$ cat config.mk
export PLATFORM = sky130hd
export DESIGN_NAME = instruction_loader
export DESIGN_NICKNAME = d
export VERILOG_FILES = /design/src/rtl/instruction_loader.sv
export SDC_FILE = /design/constraint.sdc
export NUM_CORES = 1
export LEC_CHECK = 0
export CAP_MARGIN = 30
export CORE_ASPECT_RATIO = 1.1
export CORE_MARGIN = 5
export CORE_UTILIZATION = 35
export DETAILED_ROUTE_END_ITERATION = 10
export DONT_BUFFER_PORTS = 1
export GPL_ROUTABILITY_DRIVEN = 0
export HOLD_SLACK_MARGIN = 0.03
export SETUP_SLACK_MARGIN = 0.02
export SYNTH_ARGS = -nofsm -noshare
export SYNTH_HDL_FRONTEND = slang
export SYNTH_SLANG_ARGS = --single-unit
$ cat constraint.sdc
create_clock -name i_clk -period 2.45 [get_ports i_clk]
set_input_delay 0.3675 -clock i_clk [delete_from_list [all_inputs] [get_ports i_clk]]
set_output_delay 0.3675 -clock i_clk [all_outputs]
set_load 0.02 [all_outputs]
$ cat src/rtl/instruction_loader.sv
`default_nettype none
// ============================================================================
// Module      : instruction_loader
// Description : Receives a program as a stream of bytes and packs them
//               big-endian into instruction words. Each word is written to
//               instruction memory with a one-cycle strobe. Loading stops
//               after an all-ones halt word (done) or when memory is full
//               (overflow error).
// Revision    : 1.0 - initial release
// ============================================================================
module instruction_loader #(
  parameter int SIZE            = 32,
  parameter int MAX_INSTRUCTION = 64,
  localparam int ADDR_WIDTH     = $clog2(MAX_INSTRUCTION)
) (
  input  logic                  i_clk,
  input  logic                  i_rst_n,
  input  logic                  i_start,
  input  logic [7:0]            i_rx_data,
  input  logic                  i_rx_valid,
  output logic                  o_rx_ready,
  output logic                  o_inst_write_enable,
  output logic [ADDR_WIDTH-1:0] o_write_addr,
  output logic [SIZE-1:0]       o_write_data,
  output logic                  o_busy,
  output logic                  o_done,
  output logic                  o_overflow_error,
  output logic [ADDR_WIDTH:0]   o_word_count
);

  typedef enum logic [2:0] {
    S_IDLE  = 3'd0,
    S_RECV  = 3'd1,
    S_WRITE = 3'd2,
    S_DONE  = 3'd3,
    S_ERROR = 3'd4
  } state_t;

  localparam int BYTES_PER_WORD = SIZE / 8;
  localparam int BYTE_CNT_W     = $clog2(BYTES_PER_WORD) + 1;

  localparam logic [BYTE_CNT_W-1:0] c_last_byte = BYTE_CNT_W'(BYTES_PER_WORD - 1);
  localparam logic [ADDR_WIDTH:0]   c_max_count = (ADDR_WIDTH + 1)'(MAX_INSTRUCTION);
  localparam logic [SIZE-1:0]       c_halt_word = '1;

  state_t                r_state;
  state_t                w_next_state;
  logic [BYTE_CNT_W-1:0] r_byte_cnt;
  logic [SIZE-1:0]       r_word;
  logic [SIZE-1:0]       w_next_word;
  logic                  w_accept;
  logic                  w_start;
  logic                  w_last_byte;
  logic                  w_is_halt;
  logic                  w_count_full;

  // o_rx_ready is high exactly while in RECV, so it doubles as the accept qualifier
  assign w_accept     = o_rx_ready & i_rx_valid;
  assign w_start      = i_start & ((r_state == S_IDLE) | (r_state == S_DONE) | (r_state == S_ERROR));
  assign w_next_word  = (r_word << 8) | SIZE'(i_rx_data);
  assign w_last_byte  = (r_byte_cnt == c_last_byte);
  assign w_is_halt    = (o_write_data == c_halt_word);
  assign w_count_full = ((o_word_count + (ADDR_WIDTH + 1)'(1)) == c_max_count);

  // State register
  always_ff @(posedge i_clk or negedge i_rst_n) begin
    if (!i_rst_n) begin
      r_state <= S_IDLE;
    end else begin
      r_state <= w_next_state;
    end
  end

  // Next-state decode; halt takes priority over a full memory
  always_comb begin
    w_next_state = r_state;
    case (r_state)
      S_IDLE, S_DONE, S_ERROR: begin
        if (i_start) w_next_state = S_RECV;
      end
      S_RECV: begin
        if (w_accept && w_last_byte) w_next_state = S_WRITE;
      end
      S_WRITE: begin
        if (w_is_halt)         w_next_state = S_DONE;
        else if (w_count_full) w_next_state = S_ERROR;
        else                   w_next_state = S_RECV;
      end
      default: w_next_state = S_IDLE;
    endcase
  end

  // Registered outputs and datapath: byte packing, address and word counting
  always_ff @(posedge i_clk or negedge i_rst_n) begin
    if (!i_rst_n) begin
      o_rx_ready          <= 1'b0;
      o_inst_write_enable <= 1'b0;
      o_write_addr        <= '0;
      o_write_data        <= '0;
      o_busy              <= 1'b0;
      o_done              <= 1'b0;
      o_overflow_error    <= 1'b0;
      o_word_count        <= '0;
      r_byte_cnt          <= '0;
      r_word              <= '0;
    end else begin
      o_rx_ready          <= (w_next_state == S_RECV);
      o_busy              <= (w_next_state == S_RECV) || (w_next_state == S_WRITE);
      o_inst_write_enable <= (w_next_state == S_WRITE);
      o_done              <= (w_next_state == S_DONE);
      o_overflow_error    <= (w_next_state == S_ERROR);
      if (w_start) begin
        r_byte_cnt   <= '0;
        r_word       <= '0;
        o_write_addr <= '0;
        o_word_count <= '0;
      end else begin
        if (w_accept) begin
          r_word     <= w_next_word;
          r_byte_cnt <= w_last_byte ? '0 : r_byte_cnt + BYTE_CNT_W'(1);
          if (w_last_byte) o_write_data <= w_next_word;
        end
        if (r_state == S_WRITE) begin
          o_word_count <= o_word_count + (ADDR_WIDTH + 1)'(1);
          o_write_addr <= (w_next_state == S_ERROR) ? '0 : o_write_addr + ADDR_WIDTH'(1);
        end
      end
    end
  end

endmodule
`default_nettype wire

==> run metrics <==
outcome=complete, no violations; Finish-stage setup viols=0; fraction of layout cells with a size suffix above 1=between 20% and 30%; post-route clock skew=0.01080 ns; Cells after Synth=approximately 320; Fmax=0.4599 GHz; final hold violations=0; top-count cell post-synth=dfrtp_1; asr flop ratio synth=between 90% and 100%; Yosys cell types=38; GRT Resource Usage Total=13.64%; antenna viol nets, final=0; Initial Util=35.37%; Mapped Area=~3400 µm²; register area share after synthesis=58.08%; syn nets=between 300 and 400; Iteration-0 DRC Markers=151; post-CTS setup buffers=0; I/O pins=62; sum of negative setup slack=0 ns; CTS Hold Bufs=2; worst slew pin tran=slightly below 0.8 ns; H-tree depth=3; Routed Wire Length=7.752 mm; CP Max Fanout=4; critical path type=flip-flop to flip-flop; residual DRC count=0; clk root buf=clkbuf_8; GR Overflow Total=0; Yosys warnings=0; Synth-to-Final Area Change=15.61%; class of the worst hold path=input pin to flip-flop; CTS max path bufs=2; Max Slew Vio Count=0; fin crit period=2.174 ns; Data arrival, critical path=2.45 ns; # diodes=0; most frequent cells after synthesis=80 x dfrtp_1, 66 x nand2_1, 29 x a21oi_1, 29 x mux2_2, 18 x nor2_1; Max VDD drop=0.5942 mV; TritonCTS Buffers=9; via count of the routed design=2427; CTS tree=done; Power Density=1160 nW/µm²; port bufs=0; Core Box Area=9747 µm²; final-stage net count=356; clk_lat worst skew=0.36 ns; largest cells by area after synthesis=dfrtp_1 58%, mux2_2 9.5%, nand2_1 7.2%; Rows=38; FF+latch count, synth=80; cts repair resizes=0; relative slew slack=47.22%; vias in the first global route=2521; Die H=114.1 µm; RSZ-0062 raised after global routing=false; WHS=0.1269 ns; Crit. End Element=flip-flop; antenna violations before repair=0; die area=11940 µm²; die width=roughly 100 µm; Clock Sinks=80; Final period util=88.74%; leak pwr=1.786 nW; Required @ worst endpoint=~2.7 ns; Avg Inst Size Synth=between 10 and 15 µm²; Synth top area share=between 50% and 60%; pin count of the biggest net entering global routing=81; ys flop type=dfrtp_1; first-pass GRT wire length=13.12 mm; maxcap violations=0; Post-synth EDFFs=0; routed len/inst=16.67 µm; cell taking the most area after synthesis=dfrtp_1; Final HPWL DP=5.343 mm; startpoint types=flip-flop; Avg Vias per Cell=between 5 and 6; drt first pass iters=4; CTS clock-pin slew for the worst setup and hold paths=0.09 ns
[through the flow]
stage / power [mW] / util, % / instance area (µm²) / std cells / worst slack (ns)
2_1_floorplan: 3.081 / - / 3447 / 317 / 0.3837
3_3_place_gp: 3.526 / 38.24 / 3727 / 447 / 0.3453
3_5_place_dp: 3.564 / 38.24 / 3727 / 447 / 0.2971
4_1_cts: 4.687 / 40.89 / 3985 / 465 / 0.2847
5_1_grt: 4.947 / 40.89 / 3985 / 465 / 0.1134
6_report: 4.623 / 40.89 / 3985 / 465 / 0.2758
[area by class of cell]
type,instances,area (µm²)
fillers,934,5762
clock buffers,10,127.6
flip-flops and latches,80,2002
multi-input cells,220,1368
clock inverters,6,92.59
repair buffers,27,237.7
inverters,2,7.507
well taps,120,150.1
[per-layer routing]
layer	global-route usage, %	vias up	wire [µm]
met5	0	-	0
met4	5.115	0	127
met3	4.794	13	515
met2	21.84	56	3817
met1	17.09	1208	3292
li1	-	1150	-
[worst max-delay path: stages, from the launching register on]
cell and delay [ns]:
dfrtp_1 0.52, nand4_2 0.13, or4_1 0.46, or4_1 0.46, or3b_1 0.40, a21oi_2 0.14
[final timing paths]
kind	from	cells after the start	slack (ns)	endpoint
worst min-delay path	i_rx_data[7]	2	0.13	r_word[7]
worst max register to register	o_write_data[13]	5	0.28	r_state[1]
worst min register to register	r_word[20]	1	0.50	o_write_data[28]
min in group asynchronous	i_rst_n	2	0.55	o_word_count[5]
worst max-delay path	o_write_data[13]	5	0.28	r_state[1]
max in group asynchronous	i_rst_n	2	1.56	r_state[1]
[state kept, by name, indices dropped and copies added, names as in the netlist]
name,flops
o_busy,1
o_done,1
o_inst_write_enable,1
o_overflow_error,1
o_rx_ready,1
o_word_count,7
o_write_addr,6
o_write_data,32
r_byte_cnt,3
r_state,3
r_word,24
[kinds of logic (layout without fill, tap and decap cells)]
logic type | count (synthesis) | count (layout) | share of synthesized area (%)
DFF | 80 | 80 | 58.08
AOI/OAI and AO/OA | 45 | 45 | 7.405
muxes | 33 | 33 | 10.74
and+or+nand+nor | 129 | 129 | 17.64
adders and majority gates | 4 | 4 | 1.452
buffers and inverters | 17 | 45 | 2.396
xor gates and xnor gates | 9 | 9 | 2.287
[power breakdown]
part	switching [mW]	internal, mW	total, mW
sequential	0.543	1.76	2.31
combinational	0.697	0.545	1.24
clock	0.494	0.579	1.07
total	1.73	2.89	4.62
[placed cells by master, fill, tap and decap left out, types with 4 or more instances in the layout]
cell type	n
buf_4	24
nor2_1	18
mux2_2	29
ha_1	4
nand4_1	13
o21ai_0	6
clkbuf_8	9
a21oi_1	29
nand2_1	66
nor3_1	6
xor2_1	6
nand3_1	6
dfrtp_1	80
Power figures use the tool's default switching activity.
